**src/rtl/cv32e40p_alu_reconfig_ctrl_ft.sv**
```systemverilog
// cv32e40p_alu_reconfig_ctrl_ft
// Turns per-ALU/per-subunit permanent-fault flags into voter masks and
// redundancy modes. Whenever a new fault shows up, the pipeline is stalled
// and drained, and then the mask is swapped. This way the set of voting ALUs
// never changes while an instruction is in flight.
`timescale 1ns/1ps

module cv32e40p_alu_reconfig_ctrl_ft #(
  parameter int N_ALU         = 4,
  parameter int N_SUB         = 9,
  parameter int DRAIN_TIMEOUT = 16,
  parameter int CNT_W         = 8
) (
  input  logic                           clk,
  input  logic                           rst,
  input  logic [N_ALU-1:0][N_SUB-1:0]    permanent_faulty_alu_i,
  input  logic                           pipe_empty_i,
  output logic                           stall_o,
  output logic [N_SUB-1:0][N_ALU-1:0]    active_mask_o,
  output logic [N_SUB-1:0][1:0]          sub_mode_o,
  output logic                           reconfig_done_o,
  output logic                           unrecoverable_o,
  output logic                           drain_timeout_o,
  output logic [CNT_W-1:0]               reconfig_count_o
);

  localparam int TMR_W = $clog2(DRAIN_TIMEOUT + 1);
  localparam int HW    = $clog2(N_ALU + 1);
  localparam logic [N_ALU-1:0] RESET_MASK = N_ALU'(3'b111);

  typedef enum logic [1:0] {
    IDLE   = 2'd0,
    DRAIN  = 2'd1,
    SWAP   = 2'd2,
    REPORT = 2'd3
  } state_t;

  state_t state_q, state_d;
  logic   timeout_hit;

  logic [TMR_W-1:0] timer_q;

  logic [N_ALU-1:0][N_SUB-1:0] seen_q, pending_q, applied_q;
  logic [N_ALU-1:0][N_SUB-1:0] new_flags, healthy_next;

  logic [N_SUB-1:0][N_ALU-1:0] mask_q, mask_d;
  logic [N_SUB-1:0][1:0]       mode_q, mode_d;
  logic                        unrec_q, unrec_d;
  logic                        tmo_q;
  logic [CNT_W-1:0]            count_q;
  logic [HW-1:0]               h_cnt;

  // Flags not yet seen are new this cycle. Healthy set as it will stand after a swap.
  always_comb begin
    new_flags    = permanent_faulty_alu_i & ~seen_q;
    healthy_next = ~(applied_q | pending_q);
  end

  // Per subunit: keep the lowest-index healthy ALUs, up to three, and derive the mode from the count
  always_comb begin
    mask_d  = '0;
    mode_d  = '0;
    unrec_d = 1'b0;
    h_cnt   = '0;
    for (int s = 0; s < N_SUB; s++) begin
      h_cnt = '0;
      for (int a = 0; a < N_ALU; a++) begin
        if (healthy_next[a][s]) begin
          if (h_cnt < HW'(3)) mask_d[s][a] = 1'b1;
          h_cnt = h_cnt + HW'(1);
        end
      end
      case (h_cnt)
        HW'(0):  mode_d[s] = 2'b11;
        HW'(1):  mode_d[s] = 2'b10;
        HW'(2):  mode_d[s] = 2'b01;
        default: mode_d[s] = 2'b00;
      endcase
      unrec_d = unrec_d | (mode_d[s] == 2'b11);
    end
  end

  // Next-state logic of the stall/drain/swap/report handshake
  always_comb begin
    state_d     = state_q;
    timeout_hit = 1'b0;
    case (state_q)
      IDLE: begin
        if (|pending_q) state_d = DRAIN;
      end
      DRAIN: begin
        if (pipe_empty_i) begin
          state_d = SWAP;
        end else if (timer_q == TMR_W'(DRAIN_TIMEOUT - 1)) begin
          state_d     = SWAP;
          timeout_hit = 1'b1;
        end
      end
      SWAP: begin
        state_d = REPORT;
      end
      REPORT: begin
        // A fault landing in this very cycle also starts the next round immediately
        if ((|pending_q) || (|new_flags)) state_d = DRAIN;
        else                              state_d = IDLE;
      end
      default: state_d = IDLE;
    endcase
  end

  // State register
  always_ff @(posedge clk or posedge rst) begin
    if (rst) state_q <= IDLE;
    else     state_q <= state_d;
  end

  // Drain timer: zero outside DRAIN, so it starts from zero on every entry
  always_ff @(posedge clk or posedge rst) begin
    if (rst)                    timer_q <= '0;
    else if (state_q != DRAIN)  timer_q <= '0;
    else                        timer_q <= timer_q + TMR_W'(1);
  end

  // Fault bookkeeping: seen is sticky, pending collects new faults, applied grows at SWAP
  always_ff @(posedge clk or posedge rst) begin
    if (rst) begin
      seen_q    <= '0;
      pending_q <= '0;
      applied_q <= '0;
    end else begin
      seen_q <= seen_q | permanent_faulty_alu_i;
      if (state_q == SWAP) begin
        applied_q <= applied_q | pending_q;
        pending_q <= new_flags;
      end else begin
        pending_q <= pending_q | new_flags;
      end
    end
  end

  // Voter mask, modes and unrecoverable flag change only on the edge that leaves SWAP
  always_ff @(posedge clk or posedge rst) begin
    if (rst) begin
      for (int s = 0; s < N_SUB; s++) mask_q[s] <= RESET_MASK;
      mode_q  <= '0;
      unrec_q <= 1'b0;
    end else if (state_q == SWAP) begin
      mask_q  <= mask_d;
      mode_q  <= mode_d;
      unrec_q <= unrec_d;
    end
  end

  // Sticky drain-timeout flag and saturating count of completed reconfigurations
  always_ff @(posedge clk or posedge rst) begin
    if (rst) begin
      tmo_q   <= 1'b0;
      count_q <= '0;
    end else begin
      if (timeout_hit) tmo_q <= 1'b1;
      if ((state_q == REPORT) && (count_q != {CNT_W{1'b1}})) count_q <= count_q + CNT_W'(1);
    end
  end

  assign stall_o          = (state_q == DRAIN) || (state_q == SWAP);
  assign reconfig_done_o  = (state_q == REPORT);
  assign active_mask_o    = mask_q;
  assign sub_mode_o       = mode_q;
  assign unrecoverable_o  = unrec_q;
  assign drain_timeout_o  = tmo_q;
  assign reconfig_count_o = count_q;

endmodule

```
**config.mk**
```make
export PLATFORM = sky130hd
export DESIGN_NAME = cv32e40p_alu_reconfig_ctrl_ft
export DESIGN_NICKNAME = d
export VERILOG_FILES = /design/src/rtl/cv32e40p_alu_reconfig_ctrl_ft.sv
export SDC_FILE = /design/constraint.sdc
export NUM_CORES = 1
export LEC_CHECK = 0
export ABC_AREA = 1
export BUFFER_PORTS_ARGS = -buffer_cell sky130_fd_sc_hd__buf_2
export CAP_MARGIN = 20
export CORE_ASPECT_RATIO = 0.5
export CORE_MARGIN = 2
export CORE_UTILIZATION = 53
export CTS_CLUSTER_SIZE = 30
export DETAILED_ROUTE_END_ITERATION = 10
export PLACE_DENSITY_LB_ADDON = 0.12
export SKIP_CTS_REPAIR_TIMING = 1
export SLEW_MARGIN = 25
export SYNTH_ARGS = -nofsm -noshare
export SYNTH_HDL_FRONTEND = slang
export SYNTH_SLANG_ARGS = --single-unit
```
**constraint.sdc**
```tcl
create_clock -name clk -period 6 [get_ports clk]
set_input_delay 0.9 -clock clk [delete_from_list [all_inputs] [get_ports clk]]
set_output_delay 0.9 -clock clk [all_outputs]
set_load 0.01 [all_outputs]
```
==> summary.txt, run 1 <==
Power and ir drop
  – Peak supply drop: 0.206 mV
  – Net Sw Frac: 31.6%
  – Static Leakage: 4.93 nW
  – Clock power frac: 37.3%
  – Pwr dens: 318 nW/um2
  – Comb power frac: 18.4%
  – Reg power frac: 44.3%
  – Psw: 978 uW
  – Pint: 2.12 mW

Worst setup path
  – Crit end category: flop
  – CP Class: reg -> reg
  – Crit Path Max Fanout: 65
  – Startpoint Class: flop
  – WP data required: 6280 ps
  – CP arrival: 2990 ps
  – Worst R2R Path Depth: 6
  – Worst r2r src: state_q[0]
  – Setup slack, reg-to-reg: 3290 ps
  – R2R Path End: applied_q[3]

STA
  – Clock Skew: 13.9 ps
  – Min Clock Period, post-route: 2710 ps
  – Unrepaired setup endpoints after global routing: false
  – Final Hold Fails: 0
  – Top achievable clock speed: 368 MHz
  – Final number of max-transition violations: 0
  – Worst slew margin: 38.7%
  – Final critical-path share of the clock period: 45.2%
  – Final setup violation count: 0
  – Setup_tns: 0 ps
  – Slew @ Worst Pin: 919 ps
  – Final WS setup: 3290 ps

Detailed routing
  – Detailed Routing Iterations Pass 1: 5
  – Vias per cell: 4.97
  – Remaining DRCs: 0
  – ANT nets after route: 0
  – Average wire per standard cell: 14.1 um
  – Total Wirelength: 18300 um
  – Via count: 6446
  – Starting DRC count in detailed routing: 412

Layout
  – Layout cells sized above 1: 19.9%
  – Design area: 9730 um2
  – Final Util: 63.0%
  – Area added between synthesis and finish: 15.9%
  – Inserted Diodes: 0
  – Nets: 1154

Clocking
  – Clock buffer depth: 2
  – Clock-pin slew on the worst setup and hold paths: 70 ps
  – Clock Sinks: 179
  – CTS H-Tree Depth: 4
  – CTS root buf: clkbuf_16
  – Cts bufs inserted: 17
  – CTS tree: done
  – Clk_lat worst skew: 430 ps

Global route
  – Number of global-route vias before repair: 6076
  – Initial antenna violation count: 0
  – Total gr overflow: 0
  – Global-route wire length before repair: 30400 um
  – Gr usage total: 23.0%
  – Largest net degree at the start of global routing: 86

Placed design
  – Placed Area: 9130 um2
  – Final Wtd Congestion: 0.860
  – Pre-CTS setup slack: 3260 ps
  – Hpwl dp: 13500 um
  – Port Buf Inserts: 104

Synth
  – Post-synthesis sequential area ratio: 53.7%
  – Post-synthesis instance total: 973
  – Post-synthesis cell type count: 32
  – Syn_nets: 1047
  – Flops & latches, synth: 179
  – Post-Syn Area: 8400 um2
  – Synth warn: 0
  – Syn_area_per_cell: 8.63 um2

Floorplan
  – Core ar.: 15500 um2
  – Die W: 182 um
  – Rows: 32
  – Die Area: 16900 um2
  – Die Height: 93.0 um
  – Initial cell density of the core: 54.3%
  – Io pins: 105

Worst hold path
  – Hold Path Origin: timer_q[0]
  – Worst Hold Class: reg -> reg
  – Hold path depth: 1
  – Min-Delay Endpoint: timer_q[0]

Status
  – Outcome: finished, final reports clean

Run
  – Max cap viols: 0
[critical path, stage by stage (launching register included)]
cell and delay, ps:
dfrtp_1 420, inv_1 90, ha_2 180, buf_4 320, inv_2 770, buf_4 580, o21ai_0 190
[state kept, by name (all words and copies together) (netlist names)]
name              cells
active_mask_o        36
applied_q            36
pending_q            36
seen_q               36
sub_mode_o           18
reconfig_count_o      8
timer_q               5
state_q               2
drain_timeout_o       1
unrecoverable_o       1
[worst max path at each step]
stage / startpoint / end / slack, ps / cells past startpoint
final: state_q[0] / applied_q[3] / 3290 / 6
after global routing: state_q[0] / active_mask_o[11] / 2980 / 6
after CTS: state_q[0] / applied_q[3] / 3250 / 6
after detailed placement: state_q[0] / applied_q[3] / 3260 / 6
after global placement: state_q[0] / sub_mode_o[10] / 3340 / 6
after floorplan: rst / active_mask_o[11] / 290 / 1
[metal layers]
| metal | up-vias | track usage [%] | share of wire, % |
|---|---|---|---|
| met2 | 137 | 34.9 | 43 |
| met4 | 0 | 5.71 | 0.78 |
| met5 | - | 0 | 0 |
| met3 | 13 | 5.22 | 5.5 |
| li1 | 3262 | - | - |
| met1 | 3034 | 33.9 | 51 |
[cell families (layout without fill, tap and decap cells)]
logic type                 count (synthesis)  count (layout)  synth area share [%]
AOI/OAI and AO/OA                        130             130                  8.52
and+or+nand+nor                          449             449                  23.2
DFF                                      179             179                  53.7
buffers and inverters                    167             287                  7.57
xor gates and xnor gates                  13              13                  1.36
adders and majority gates                 35              35                  5.66
[Yosys cell counts]
cell type  instances  area (um2)
nor2_2             2        12.5
inv_1            146         548
nand2_4            1        11.3
dfstp_2           27         709
ha_1              30         375
nor2_4             4        45.0
fa_1               5         100
o22ai_1           10        62.6
nand2_1          228         856
buf_2              1        5.00
nand4_1           15        93.8
a21oi_1            2        10.0
o211ai_1           2        15.0
buf_1              3        11.3
dfrtp_1          152        3800
xnor2_1            4        35.0
or2_2             40         250
o21ai_2            1        8.76
clkinv_1           1        3.75
nand3b_1           2        15.0
nand3_1           48         240
buf_6              1        11.3
nor2_1           103         387
and2_4             1        8.76
o21bai_1          13        97.6
clkbuf_1          15        56.3
o2111ai_1          3        26.3
xor2_1             9        78.8
o21ai_1            1        5.00
nor3_1             4        20.0
and2_1             1        6.26
o21ai_0           98         490
[cells in the final DEF, fill, tap and decap left out, types with 2 or more instances in the layout]
master and instances:
inv_1 145, o211ai_1 2, o21bai_1 13, inv_6 6, nand3_1 48, bufinv_16 2, nand4_1 15, o21ai_0 98
xnor2_1 4, buf_4 4, a21oi_1 2, xor2_1 9, nand3b_1 2, ha_1 29, or2_2 40, dfstp_2 27
buf_2 104, nor2_4 4, nand2_1 228, nor2_2 2, nor2_1 103, nor3_1 4, o2111ai_1 3, fa_1 5
o22ai_1 10, clkbuf_16 17, inv_8 3, clkinv_4 2, dfrtp_1 152
[area by class of cell]
type	instances	area (um2)
fill	1354	5720
clock inverter	13	163
inverter	147	557
sequential	179	4510
timing repair buffer	108	551
tap	204	255
multi-input combinational	627	3250
clock buffer	19	443
[metrics by stage]
stage / total power, mW / std cells / hold slack, ps
2_1_floorplan: 1.77 / 973 / 428
3_3_place_gp: 1.95 / 1265 / 444
3_5_place_dp: 1.97 / 1265 / 449
4_1_cts: 3.13 / 1297 / 463
5_1_grt: 3.25 / 1297 / 475
6_report: 3.10 / 1297 / 460
[power groups by stage]
stage               clock network [mW]  registers (mW)  logic [mW]
floorplan                            0            1.42       0.351
global placement                     0            1.39       0.561
detailed placement                   0            1.39       0.581
CTS                               1.17            1.37       0.582
global route                      1.22            1.38       0.649
finish                            1.16            1.37       0.570
Power figures use the tool's default switching activity.
==> inputs of run 2 (changes only) <==
clock period = 2.3 ns   (was 6 ns; I/O delays follow)
==> run 2 against run 1 <==
Design area up 5.0%; sequential share of layout area down 2.2 points; die area unchanged; critical path depth up 10; largest cell class unchanged; cell count up 3.3%.
==> summary.txt, run 2 (synthesis gave the netlist of run 1 again) <==
Floorplan
  – Die Height: 93.0 um (unchanged)
  – Core ar.: 15500 um2 (unchanged)
  – Io pins: 105 (unchanged)
  – Die W: 182 um (unchanged)
  – Initial cell density of the core: 54.3% (unchanged)
  – Die Area: 16900 um2 (unchanged)
  – Rows: 32 (unchanged)

STA
  – Final Hold Fails: 0 (unchanged)
  – Top achievable clock speed: 441 MHz (was 368 MHz)
  – Worst slew margin: 71.2% (was 38.7%)
  – Final WS setup: 34.2 ps (was 3290 ps)
  – Min Clock Period, post-route: 2270 ps (was 2710 ps)
  – Slew @ Worst Pin: 433 ps (was 919 ps)
  – Unrepaired setup endpoints after global routing: true (was false)
  – Final setup violation count: 0 (unchanged)
  – Final number of max-transition violations: 0 (unchanged)
  – Final critical-path share of the clock period: 98.5% (was 45.2%)
  – Clock Skew: 12.1 ps (was 13.9 ps)
  – Setup_tns: 0 ps (unchanged)

Clocking
  – CTS root buf: clkbuf_16 (unchanged)
  – Clk_lat worst skew: 430 ps (about the same)
  – Clock Sinks: 179 (unchanged)
  – Cts bufs inserted: 17 (unchanged)
  – Clock buffer depth: 2 (unchanged)
  – CTS H-Tree Depth: 4 (unchanged)
  – CTS tree: done (unchanged)
  – Clock-pin slew on the worst setup and hold paths: 70 ps (about the same)

Worst setup path
  – CP Cell Sequence: nor2_2 > inv_1 > fa_1 > inv_2 > ha_1 > inv_1 > nor2_1 > nand2_1 > nand2_1 > nor2_1 > nand2_1 > nand2_1 > nor2_1 > nand3_1 > nor2_1 > nor2_1 (was inv_1 > ha_2 > buf_4 > inv_2 > buf_4 > o21ai_0)
  – CP top delay family: simple AND/OR/NAND/NOR gates (was buffers and inverters)
  – CP Class: reg -> reg (unchanged)
  – Slowest cell delay on critical path: 510 ps (was 770 ps)
  – Startpoint Class: flop (unchanged)
  – Worst path slowest cell: fa_1 (was inv_2)
  – WP buf/inv: 3 (was 4)
  – WP data required: 2620 ps (was 6280 ps)
  – Crit end category: flop (unchanged)
  – Crit Path Max Fanout: 2 (was 65)
  – CP arrival: 2580 ps (was 2990 ps)
  – Cell with the most instances on the worst path: nor2_1 (was buf_4)

Detailed routing
  – Total Wirelength: 19300 um (was 18300 um)
  – Via count: 6743 (was 6446)
  – Detailed Routing Iterations Pass 1: 5 (unchanged)
  – ANT nets after route: 0 (unchanged)
  – Vias per cell: 5.03 (was 4.97)
  – Average wire per standard cell: 14.4 um (was 14.1 um)
  – Remaining DRCs: 0 (unchanged)
  – Starting DRC count in detailed routing: 419 (was 412)

Power and ir drop
  – Peak supply drop: 0.866 mV (was 0.206 mV)
  – Static Leakage: 5.17 nW (was 4.93 nW)
  – Pwr dens: 806 nW/um2 (was 318 nW/um2)

Global route
  – Gr usage total: 24.2% (was 23.0%)
  – Largest net degree at the start of global routing: 87 (was 86)
  – Initial antenna violation count: 0 (unchanged)
  – Global-route wire length before repair: 31600 um (was 30400 um)
  – Total gr overflow: 0 (unchanged)
  – Number of global-route vias before repair: 6441 (was 6076)

Layout
  – Area added between synthesis and finish: 21.7% (was 15.9%)
  – Inserted Diodes: 0 (unchanged)
  – Most common cell after layout, fill and taps aside: nand2_1 (unchanged)
  – Most frequent cells in the layout: 220 x nand2_1, 152 x dfrtp_1, 138 x inv_1, 104 x buf_2, 96 x o21ai_0 (was 228 x nand2_1, 152 x dfrtp_1, 145 x inv_1, 104 x buf_2, 103 x nor2_1)
  – Nets: 1197 (was 1154)
  – Layout cells sized above 1: 25.6% (was 19.9%)

Placed design
  – Port Buf Inserts: 104 (unchanged)
  – Hpwl dp: 14400 um (was 13500 um)
  – Final Wtd Congestion: 0.818 (was 0.860)
  – Pre-CTS setup slack: -55.0 ps (was 3260 ps)

Worst hold path
  – Worst Hold Class: in -> reg (was reg -> reg)

Run
  – Max cap viols: 0 (unchanged)

Status
  – Outcome: finished, final reports clean (unchanged)
==> run 2: changes by cell type in the layout (fill, tap and decap cells not counted), moves of 3 or more <==
cell	before	now
nand2_2	0	8
ha_1	29	25
inv_8	3	0
nand2_1	228	220
buf_12	0	3
ha_4	0	3
inv_1	145	138
buf_4	4	42
nor2_2	2	10
inv_2	1	8
nor2_1	103	93
==> run 2: worst paths after layout <==
check	to	startpoint	slack, ps	cells past startpoint
max	unrecoverable_o	pending_q[13]	30	16
min	drain_timeout_o	pipe_empty_i	120	2
max reg2reg	unrecoverable_o	pending_q[13]	30	16
min reg2reg	seen_q[16]	seen_q[16]	460	1
max in group asynchronous	active_mask_o[5]	rst	1220	4
min in group asynchronous	timer_q[1]	rst	380	3
==> run 2: power breakdown <==
part | total [mW] | internal, mW | switching [mW]
sequential | 3.59 | 3.40 | 0.192
combinational | 1.60 | 0.536 | 1.07
clock | 3.04 | 1.76 | 1.28
total | 8.23 | 5.69 | 2.54
==> run 2: metrics by stage <==
stage | instances | area [um2] | hold WS [ps] | utilization [%] | total power [mW]
2_1_floorplan | 973 | 8400 | 428 | - | 4.63
5_1_grt | 1340 | 10200 | 107 | 66.1 | 8.67
3_3_place_gp | 1300 | 9430 | 283 | 61.0 | 5.24
4_1_cts | 1332 | 10000 | -170 | 65.0 | 8.30
6_report | 1340 | 10200 | 116 | 66.1 | 8.23
3_5_place_dp | 1300 | 9430 | 287 | 61.0 | 5.26
==> run 2: final cells by class <==
class | instances | area (um2)
Fill cell | 1283 | 5240
Sequential cell | 179 | 4510
Multi-Input combinational cell | 627 | 3360
Timing Repair Buffer | 151 | 917
Inverter | 147 | 556
Clock buffer | 19 | 443
Tap cell | 204 | 255
Clock inverter | 13 | 171
==> run 2: worst reg2reg max path: cells and delay by family, from the launching register on <==
family / cells / cell delay [ps]
and+or+nand+nor: 11 / 870
adders and majority gates: 2 / 690
DFF: 1 / 390
buffers and inverters: 3 / 210
==> run 2: routing by layer <==
layer,GRT usage (%),share of wire [%]
met4,5.85,0.79
met1,35.8,50
met3,5.26,5.5
met2,36.5,44
met5,0,0
